`src/rtl/timer_pkg.sv`:
```
// Shared constants for the timer counter and its prescaler.
package timer_pkg;

    localparam int unsigned CNT_W_DEF = 64;
    localparam int unsigned DIV_W_DEF = 8;
    localparam int unsigned HALF_W    = CNT_W_DEF / 2;

endpackage

```
`src/rtl/timer_prescaler.sv`:
```
// Clock prescaler: emits a one-cycle tick every div_val+1 running clocks, or every running clock when bypassed.
module timer_prescaler
    import timer_pkg::*;
#(
    parameter int unsigned DIV_W = DIV_W_DEF
) (
    input  logic             clk,
    input  logic             rst_n,
    input  logic             timer_en,
    input  logic             div_en,
    input  logic [DIV_W-1:0] div_val,
    input  logic             halt_en,
    output logic             tick
);

    logic [DIV_W-1:0] pre_cnt_q;
    logic [DIV_W-1:0] pre_cnt_d;
    logic             run;
    logic             at_div;

    // Halt holds pre_cnt so counting resumes mid-period; a lowered div_val simply wraps through all-ones.
    always_comb begin
        run       = timer_en & ~halt_en;
        at_div    = (pre_cnt_q == div_val);
        pre_cnt_d = pre_cnt_q;
        if (!timer_en || !div_en) begin
            pre_cnt_d = '0;
        end else if (run) begin
            pre_cnt_d = at_div ? '0 : pre_cnt_q + DIV_W'(1);
        end
        tick = div_en ? (run & at_div) : run;
    end

    always_ff @(posedge clk or negedge rst_n) begin
        if (!rst_n) begin
            pre_cnt_q <= '0;
        end else begin
            pre_cnt_q <= pre_cnt_d;
        end
    end

endmodule

```
`src/rtl/timer_cnt.sv`:
```
// Free-running timer counter with half-word loads, compare match and sticky interrupt status.
module timer_cnt
    import timer_pkg::*;
#(
    parameter int unsigned CNT_W = CNT_W_DEF,
    parameter int unsigned DIV_W = DIV_W_DEF
) (
    input  logic               clk,
    input  logic               rst_n,
    input  logic               timer_en,
    input  logic               div_en,
    input  logic [DIV_W-1:0]   div_val,
    input  logic               halt_en,
    input  logic               cnt_wr_lo,
    input  logic               cnt_wr_hi,
    input  logic [CNT_W/2-1:0] wdata,
    input  logic [CNT_W-1:0]   cmp_val,
    input  logic               int_en,
    input  logic               int_clr,
    output logic [CNT_W-1:0]   cnt,
    output logic               int_st,
    output logic               tim_int
);

    localparam int unsigned HW = CNT_W / 2;

    logic [CNT_W-1:0] cnt_q;
    logic [CNT_W-1:0] cnt_d;
    logic             int_st_q;
    logic             int_st_d;
    logic             match;
    logic             tick;

    timer_prescaler #(
        .DIV_W (DIV_W)
    ) u_prescaler (
        .clk      (clk),
        .rst_n    (rst_n),
        .timer_en (timer_en),
        .div_en   (div_en),
        .div_val  (div_val),
        .halt_en  (halt_en),
        .tick     (tick)
    );

    // Writes take priority over the tick; the unwritten half keeps its value.
    always_comb begin
        cnt_d = cnt_q;
        if (cnt_wr_lo || cnt_wr_hi) begin
            if (cnt_wr_lo) cnt_d[HW-1:0]     = wdata;
            if (cnt_wr_hi) cnt_d[CNT_W-1:HW] = wdata;
        end else if (tick) begin
            cnt_d = cnt_q + CNT_W'(1);
        end

        match    = (cnt_q == cmp_val);
        int_st_d = int_st_q;
        if (match) begin
            int_st_d = 1'b1;
        end else if (int_clr) begin
            int_st_d = 1'b0;
        end
    end

    always_ff @(posedge clk or negedge rst_n) begin
        if (!rst_n) begin
            cnt_q    <= '0;
            int_st_q <= 1'b0;
        end else begin
            cnt_q    <= cnt_d;
            int_st_q <= int_st_d;
        end
    end

    assign cnt     = cnt_q;
    assign int_st  = int_st_q;
    assign tim_int = int_st_q & int_en;

endmodule

```
`config.mk`:
```
export PLATFORM = sky130hd
export DESIGN_NAME = timer_cnt
export DESIGN_NICKNAME = d
export VERILOG_FILES = /design/src/rtl/timer_pkg.sv /design/src/rtl/timer_prescaler.sv /design/src/rtl/timer_cnt.sv
export SDC_FILE = /design/constraint.sdc
export NUM_CORES = 1
export LEC_CHECK = 0
export BUFFER_PORTS_ARGS = -buffer_cell sky130_fd_sc_hd__buf_2
export CAP_MARGIN = 10
export CORE_MARGIN = 2
export CORE_UTILIZATION = 30
export DETAILED_ROUTE_END_ITERATION = 10
export HOLD_SLACK_MARGIN = 0.12
export PLACE_DENSITY = 0.55
export SKIP_CTS_REPAIR_TIMING = 1
export SLEW_MARGIN = 10
export SYNTH_ARGS = -nofsm -noshare
export SYNTH_HDL_FRONTEND = slang
export SYNTH_HIERARCHICAL = 1
export SYNTH_SLANG_ARGS = --single-unit
```
`constraint.sdc`:
```
create_clock -name clk -period 7 [get_ports clk]
set_clock_uncertainty 0.1 [all_clocks]
set_input_delay 0.7 -clock clk [delete_from_list [all_inputs] [get_ports clk]]
set_output_delay 0.7 -clock clk [all_outputs]
set_load 0.01 [all_outputs]
```
==> results of run 1 <==
-- metrics by stage --
stage	utilization, %	setup WS (ns)
after floorplan	-	3.744
after global placement	36.45	2.989
after detailed placement	36.45	2.901
after CTS	37.86	3.239
after global routing	37.86	2.992
final	37.86	3.197
-- worst max-delay path, stage by stage --
cell and delay, ns:
buf_2 0.10, xnor2_1 0.17, nand4_1 0.23, or2_1 0.30, a21oi_1 0.57, nand2b_1 0.35
or3_1 0.66, nor2_1 0.26, or4b_1 0.45, a31oi_1 0.17
-- per-layer routing --
| metal | GRT usage [%] | vias up | wire, um |
|---|---|---|---|
| li1 | - | 2787 | - |
| met1 | 33.35 | 2866 | 10170 |
| met2 | 36.84 | 315 | 10410 |
| met3 | 4.731 | 40 | 1934 |
| met4 | 10.21 | 0 | 921 |
| met5 | 0 | - | 0 |
-- kinds of logic after synthesis --
| logic type | count (synthesis) | synth area share [%] |
|---|---|---|
| and+or+nand+nor | 318 | 31.67 |
| adders and majority gates | 2 | 0.4602 |
| DFF | 73 | 33.60 |
| buffers and inverters | 44 | 3.245 |
| xor gates and xnor gates | 96 | 15.47 |
| AOI/OAI and AO/OA | 127 | 15.56 |
-- cell usage after synthesis, types with 14 or more instances --
library cell / count / area share, %
nor2_1: 64 / 4.4
nand3_1: 33 / 3.0
xor2_1: 14 / 2.3
a31oi_1: 25 / 2.9
o21ai_0: 41 / 3.8
xnor2_1: 82 / 13
nor4_1: 15 / 1.7
and3_1: 22 / 2.5
nand4_1: 49 / 5.6
dfrtp_1: 73 / 34
nand2_1: 58 / 4.0
or4_1: 15 / 2.1
clkbuf_1: 33 / 2.3
nor3_1: 18 / 1.7
-- registers in the layout, summed over array words and instances (netlist names) --
register               flops
int_st                     1
u_prescaler/pre_cnt_q      8
cnt                       64
-- final cells by class --
type | instances | area [um^2] | share of cell area (%)
well taps | 229 | 286.5 | 4.242
inverters | 7 | 26.28 | 0.3890
clock buffers | 12 | 246.5 | 3.649
flip-flops and latches | 73 | 1827 | 27.04
multi-input cells | 543 | 3433 | 50.82
clock inverters | 1 | 5.005 | 0.07409
repair buffers | 183 | 930.9 | 13.78
-- placed cells by master, fill, tap and decap left out, drive strengths merged, types with 3 or more instances in the layout --
| cell type | Yosys | final |
|---|---|---|
| a311oi | 4 | 4 |
| o31ai | 8 | 8 |
| a31o | 3 | 3 |
| a21oi | 13 | 13 |
| nor2 | 65 | 65 |
| or4 | 16 | 16 |
| o21ai | 41 | 41 |
| xnor2 | 82 | 82 |
| nand2 | 58 | 58 |
| and4 | 11 | 11 |
| nand2b | 3 | 3 |
| dfrtp | 73 | 73 |
| xor2 | 14 | 14 |
| buf | 4 | 183 |
| and2 | 4 | 4 |
| inv | 7 | 7 |
| nor4 | 16 | 16 |
| o22a | 3 | 3 |
| nand3 | 34 | 34 |
| or3 | 10 | 10 |
| o2bb2ai | 3 | 3 |
| a31oi | 25 | 25 |
| and3 | 22 | 22 |
| o211ai | 3 | 3 |
| a22oi | 4 | 4 |
| nor3 | 18 | 18 |
| nand4 | 50 | 50 |
| clkbuf | 33 | 12 |
-- worst min path at each step --
stage | cells after the start | slack [ns] | startpoint | endpoint
finish | 1 | 0.42 | rst_n | u_prescaler/pre_cnt_q[6]
global route | 3 | 0.48 | wdata[5] | cnt[5]
CTS | 2 | 0.45 | int_st | int_st
detailed placement | 2 | 0.44 | int_st | int_st
global placement | 2 | 0.43 | int_st | int_st
floorplan | 0 | 0.30 | rst_n | cnt[0]
-- power by group through the flow --
stage | Combinational, mW | Sequential, mW | Clock (mW)
after floorplan | 0.156 | 0.530 | 0
after global placement | 0.302 | 0.553 | 0
after detailed placement | 0.302 | 0.552 | 0
after CTS | 0.304 | 0.545 | 0.431
after global routing | 0.329 | 0.553 | 0.451
final | 0.302 | 0.546 | 0.422
==> flow_summary.ini, run 1 <==
[outcome]
outcome = completed

[placed_design]
place.port_buffers = 178
placed_area_um2 = 6504
gp_congestion = 0.9132
placed_cells = 1035
dp_hpwl_mm = 18.17

[power_and_ir_drop]
swShare_pct = 34.54
p_leak_nw = 2.634
p_per_area_nw_per_um2 = 188.1
power_frac_seq_pct = 43.0
p_int_mw = 0.8319
total_power_mw = 1.271
peakVddDrop_v = 0.0001190
combPwrFrac_pct = 23.8
p_clk_share_pct = 33.2
switchingPower_mw = 0.4390

[synthesis]
yosysUniqueCellTypes = 58
synth_flop_cell = dfrtp_1
syn_area_um2 = 5436
ys_ff_latch = 73
yosysWarnings = 6
synth_nets = 775
synth-edff-count = 0
seq_area_frac_synth_pct = 33.60
syn_inst = 660
synth_area_per_cell_um2 = 8.237
async_flop_share_pct = 100.0

[floorplanning]
fp.dieW_um = 138.6
initial_utilization_pct = 30.47
std_cell_rows = 49
core_um2 = 17840
fp.dieH_um = 138.6
die_area_um2 = 19210
ios = 179

[worst_setup_path]
crit_path_end = cnt[45]
critPathLaunch = div_val[0]
crit_arrival_ns = 3.97
reg2reg_slack_ns = 3.21
cp-start-kind = input pin
cp_max_fo = 15
endpoint_kind = flip-flop
required_ns = 7.16
reg2reg_depth = 9
reg2reg_to = cnt[45]
r2r-start = u_prescaler/pre_cnt_q[6]
path_class = input pin to flip-flop

[global_route]
grt_max_degree = 74
track_usage_pct = 24.08
grt_pass1_wl_mm = 35.22
grt_overflow = 0
antenna_found_initial = 0
grt_pass1_vias = 5801

[detailed_routing]
vias = 6008
wirelength_mm = 23.44
ant_nets = 0
drcViolationCount = 0
avgRoutedWirePerCell_um = 22.36
dr.pass1.iters = 5
first_iter_violations = 693
viasPerCell = 5.733

[cts]
clk_path_buf_depth = 2
clkLatencyLatePin_ns = 0.35
htreeDepth = 3
cts_sinks = 73
clk_pin_slew_ns = 0.06
cts_tree = built
root_buffer = clkbuf_16
numCtsBuffers = 9

[sta]
finalSetupTns_ns = 0
holdWs_ns = 0.4167
finalSetupViolCount = 0
hold_viol_final = 0
max_slew_margin_pct = 23.24
rsz0062_at_grt = false
worstMarginPinSlew_ns = 1.143
finalCritPeriodShare_pct = 54.33
slew_viol_final = 0
fin_crit_ns = 3.803
maxClockFrequency_mhz = 262.9

[final_layout]
final_nets = 932
fill_cells = 1912
diodes = 0
syn_to_final_growth_pct = 24.26
design_area_um2 = 6755
fin_cells = 1048
drive_gt1_share_pct = 25.15

[job]
drv_cap = 0

[hold_path]
hold_class = input pin to asynchronous set/reset pin
Note: power is estimated with default switching activity, not from simulation.
==> run 2, diff against run 1 <==
==> constraint.sdc (replaced) <==
create_clock -name clk -period 3.7 [get_ports clk]
set_clock_uncertainty 0.1 [all_clocks]
set_input_delay 0.37 -clock clk [delete_from_list [all_inputs] [get_ports clk]]
set_output_delay 0.37 -clock clk [all_outputs]
set_load 0.01 [all_outputs]
==> run 2 against run 1 <==
Worst hold slack worse by 0.37 ns. Setup slack got worse by 2.7 ns. Core utilization up 0.85 points. Power is 95% higher. Global-route usage up 0.37 points. Combinational power increased by 97%. Flip-flop and latch count unchanged. Critical endpoint unchanged.
==> flow_summary.ini, run 2 (synthesis gave the netlist of run 1 again) <==
[outcome]
outcome = completed

[worst_setup_path]
endpoint_kind = flip-flop
path_class = flip-flop to flip-flop
cp-start-kind = flip-flop
cp_max_fo = 15
required_ns = 3.87
crit_arrival_ns = 3.38

[final_layout]
seq_area_um2 = 1827
final_nets = 948
diodes = 0
fill_cells = 1895
fin_cells = 1067
syn_to_final_growth_pct = 27.04
largest_register_ffs = 64
multiInputGateArea_um2 = 3433
final_common_cell = buf_2
fin_util_pct = 38.71
final_cell_mix = buf_2 (177), xnor2_1 (82), dfrtp_1 (73)
design_area_um2 = 6907
drive_gt1_share_pct = 27.09

[sta]
hold_viol_final = 0
timing.final.ws_setup_ns = 0.4972
finalSetupViolCount = 0
maxClockFrequency_mhz = 312.2
fin_crit_ns = 3.203
holdWs_ns = 0.04628
rsz0062_at_grt = false
finalSetupTns_ns = 0
slew_viol_final = 0
max_slew_margin_pct = 31.29
finalCritPeriodShare_pct = 86.56
worstMarginPinSlew_ns = 1.021

[cts]
clk_path_buf_depth = 2
cts_sinks = 73
clkLatencyLatePin_ns = 0.35
htreeDepth = 3
clk_pin_slew_ns = 0.06
numCtsBuffers = 9
root_buffer = clkbuf_16
cts_tree = built

[global_route]
grt_overflow = 0
track_usage_pct = 24.45
antenna_found_initial = 1
grt_pass1_wl_mm = 35.67
grt_pass1_vias = 5794
grt_max_degree = 74

[floorplanning]
fp.dieH_um = 138.6
std_cell_rows = 49
die_area_um2 = 19210
core_um2 = 17840
initial_utilization_pct = 30.47
ios = 179
fp.dieW_um = 138.6

[detailed_routing]
first_iter_violations = 592
vias = 6155
drcViolationCount = 0
avgRoutedWirePerCell_um = 22.19
viasPerCell = 5.769
ant_nets = 0
dr.pass1.iters = 6
wirelength_mm = 23.67

[power_and_ir_drop]
total_power_mw = 2.477
p_leak_nw = 2.728
peakVddDrop_v = 0.0002160
p_per_area_nw_per_um2 = 358.7

[job]
drv_cap = 0

[hold_path]
hold_class = input pin to asynchronous set/reset pin

[placed_design]
post-place-ws_ns = 0.5072
dp_hpwl_mm = 18.25
gp_congestion = 0.8980
place.port_buffers = 178
placed_cells = 1051
placed_area_um2 = 6624
==> run 2: cell types whose count changed in the layout (fill, tap and decap cells not counted), sizes merged <==
| cell | delta |
|---|---|
| buf | +16 |
| clkinv | +2 |
| clkbuf | -1 |
| clkinvlp | +2 |
==> run 2: area by class of cell <==
cell class	count	area share, %
Sequential cell	73	26.45
Clock inverter	5	0.4348
Inverter	7	0.3804
Multi-Input combinational cell	543	49.71
Timing Repair Buffer	199	15.22
Clock buffer	11	3.659
Tap cell	229	4.149
==> run 2: power breakdown <==
| part | total [mW] | switching (mW) | internal, mW |
|---|---|---|---|
| clock network | 0.862 | 0.375 | 0.488 |
| logic | 0.594 | 0.338 | 0.256 |
| registers | 1.02 | 0.156 | 0.866 |
==> run 2: per-layer routing <==
layer / global-route usage, % / vias up / routed length, um
met2: 36.48 / 362 / 10430
met4: 10.37 / 0 / 986
met3: 4.800 / 51 / 1977
met1: 34.63 / 2919 / 10280
met5: 0 / - / 0
li1: - / 2823 / -
==> run 2: final timing paths <==
kind                       slack, ns                startpoint                        to  cells after the start
max reg2reg                     0.50  u_prescaler/pre_cnt_q[2]                   cnt[45]                     10
max in group asynchronous       2.76                     rst_n                   cnt[61]                      1
max                             0.50  u_prescaler/pre_cnt_q[2]                   cnt[45]                     10
min in group clk                0.12                   int_clr                    int_st                      2
min reg2reg                     0.43                    int_st                    int_st                      2
min                             0.05                     rst_n  u_prescaler/pre_cnt_q[5]                      1
==> run 2: worst max-delay path, cell delays in order, from the launching register on <==
cell and delay [ns]:
dfrtp_1 0.44, xnor2_1 0.20, nand4_2 0.20, or2_1 0.29, a21oi_1 0.16, buf_4 0.19, nand2b_1 0.08, or3_1 0.59
nor2_1 0.26, or4b_1 0.45, a31oi_1 0.16
==> run 3, diff against run 2 <==
--- a/config.mk
+++ b/config.mk
@@ -11,8 +11,8 @@
 export CORE_UTILIZATION = 30
 export DETAILED_ROUTE_END_ITERATION = 10
 export HOLD_SLACK_MARGIN = 0.12
+export MAX_ROUTING_LAYER = met4
 export PLACE_DENSITY = 0.55
-export SKIP_CTS_REPAIR_TIMING = 1
 export SLEW_MARGIN = 10
 export SYNTH_ARGS = -nofsm -noshare
 export SYNTH_HDL_FRONTEND = slang
==> run 3 against run 2 <==
Sequential power about the same. Routed wire length decreased by 0.40%. Via count hardly changed. Core utilization increased by 0.056 points. Flip-flop and latch count is the same. Combinational power is essentially flat. Non-clock buffer count grew 1. Register-to-register slack hardly changed. Critical path depth unchanged. Count of clock-buffer cells in the layout unchanged. Largest power group unchanged.
==> flow_summary.ini, run 3 (synthesis gave the netlist of run 1 again) <==
[sta]
rsz0062_at_grt = false
maxClockFrequency_mhz = 311.2
timing.final.ws_setup_ns = 0.4863
slew_viol_final = 0
finalSetupViolCount = 0
worstMarginPinSlew_ns = 0.9983
fin_crit_ns = 3.214
max_slew_margin_pct = 33.44
hold_viol_final = 0
finalCritPeriodShare_pct = 86.86
finalSetupTns_ns = 0

[power_and_ir_drop]
total_power_mw = 2.474
p_leak_nw = 2.732
peakVddDrop_v = 0.0002157
p_per_area_nw_per_um2 = 357.8

[job]
drv_cap = 0

[detailed_routing]
wirelength_mm = 23.58
first_iter_violations = 649
vias = 6150
drcViolationCount = 0
viasPerCell = 5.758
ant_nets = 0
dr.pass1.iters = 5
avgRoutedWirePerCell_um = 22.08

[worst_setup_path]
cp_max_fo = 15
required_ns = 3.87
cp-start-kind = flip-flop
endpoint_kind = flip-flop
path_cells = xnor2_1 -> nand4_2 -> or2_1 -> a21oi_1 -> buf_4 -> nand2b_1 -> or3_1 -> nor2_1 -> or4b_1 -> a31oi_1
path_class = flip-flop to flip-flop
critPathMaxStageDelay_ns = 0.59
crit_path_top_delay_cell = or3_1
crit_arrival_ns = 3.39

[placed_design]
gp_congestion = 0.9133
place.port_buffers = 178
dp_hpwl_mm = 18.25
post-place-ws_ns = 0.5072

[final_layout]
seq_area_um2 = 1827
largest_register_ffs = 64
final_common_cell = buf_2
fill_cells = 1894
final_cell_mix = buf_2 (177), xnor2_1 (82), dfrtp_1 (73)
drive_gt1_share_pct = 27.06
final_nets = 949
diodes = 0
multiInputGateArea_um2 = 3433
syn_to_final_growth_pct = 27.23

[cts]
htreeDepth = 3
cts_tree = built
cts_sinks = 73
numCtsBuffers = 9
clkLatencyLatePin_ns = 0.35
cts_resized = 0
root_buffer = clkbuf_16
clk_pin_slew_ns = 0.06
clk_path_buf_depth = 2

[floorplanning]
ios = 179
initial_utilization_pct = 30.47
std_cell_rows = 49
fp.dieW_um = 138.6
die_area_um2 = 19210
core_um2 = 17840
fp.dieH_um = 138.6

[global_route]
track_usage_pct = 25.21
grt_pass1_vias = 5813
grt_overflow = 0
grt_max_degree = 74
grt_pass1_wl_mm = 35.72
antenna_found_initial = 1

[hold_path]
hold_class = input pin to flip-flop

[outcome]
outcome = completed
==> run 3: changes by cell type in the layout (fill, tap and decap cells not counted) <==
cell / delta
dlygate4sd3_1: +1
==> run 3: final timing paths <==
path | depth (start not counted) | endpoint | slack [ns] | from
min in group asynchronous | 2 | u_prescaler/pre_cnt_q[5] | 0.61 | rst_n
hold reg to reg | 2 | int_st | 0.43 | int_st
max in group asynchronous | 2 | cnt[56] | 2.23 | rst_n
setup reg to reg | 10 | cnt[45] | 0.49 | u_prescaler/pre_cnt_q[2]
setup / recovery | 10 | cnt[45] | 0.49 | u_prescaler/pre_cnt_q[2]
hold / removal | 2 | int_st | 0.12 | int_clr
==> run 3: worst max-delay path, delay by kind of cell, from the launching register on <==
family / cells / cell delay [ns]
XOR/XNOR: 1 / 0.20
flip-flops: 1 / 0.44
buffers and inverters: 1 / 0.19
AO/OA/AOI/OAI: 2 / 0.32
AND/OR/NAND/NOR: 6 / 1.88
==> run 3: layout make-up <==
cell class / instances / share of cell area [%]
Timing Repair Buffer: 200 / 15.34
Inverter: 7 / 0.3799
Multi-Input combinational cell: 543 / 49.64
Tap cell: 229 / 4.143
Clock inverter: 5 / 0.4342
Sequential cell: 73 / 26.41
Clock buffer: 11 / 3.654
==> run 3: metrics by stage <==
| stage | cells | utilization, % | area, um^2 | hold WS (ns) |
|---|---|---|---|---|
| 2_1_floorplan | 660 | - | 5436 | -0.02559 |
| 3_3_place_gp | 1051 | 37.13 | 6624 | 0.4245 |
| 3_5_place_dp | 1051 | 37.13 | 6624 | 0.4266 |
| 4_1_cts | 1068 | 38.77 | 6917 | 0.1211 |
| 5_1_grt | 1068 | 38.77 | 6917 | 0.1467 |
| 6_report | 1068 | 38.77 | 6917 | 0.1167 |
==> run 3: report_power, final <==
part           internal, mW  switching [mW]
registers             0.866           0.154
clock network         0.487           0.372
logic                 0.256           0.339
total                  1.61           0.865
==> run 3: metal layers <==
| metal | up-vias | GRT usage, % | part of all wire, % |
|---|---|---|---|
| li1 | 2826 | - | - |
| met1 | 2911 | 34.76 | 43 |
| met2 | 355 | 36.84 | 44 |
| met3 | 58 | 4.247 | 8.9 |
| met4 | 0 | 10.31 | 4.1 |
| met5 | - | - | 0 |
==> run 3: repair_timing <==
item,4_1_cts,5_1_grt
buffers inserted,0,0
hold buffers,1,0
endpoints found under the hold margin,2,0
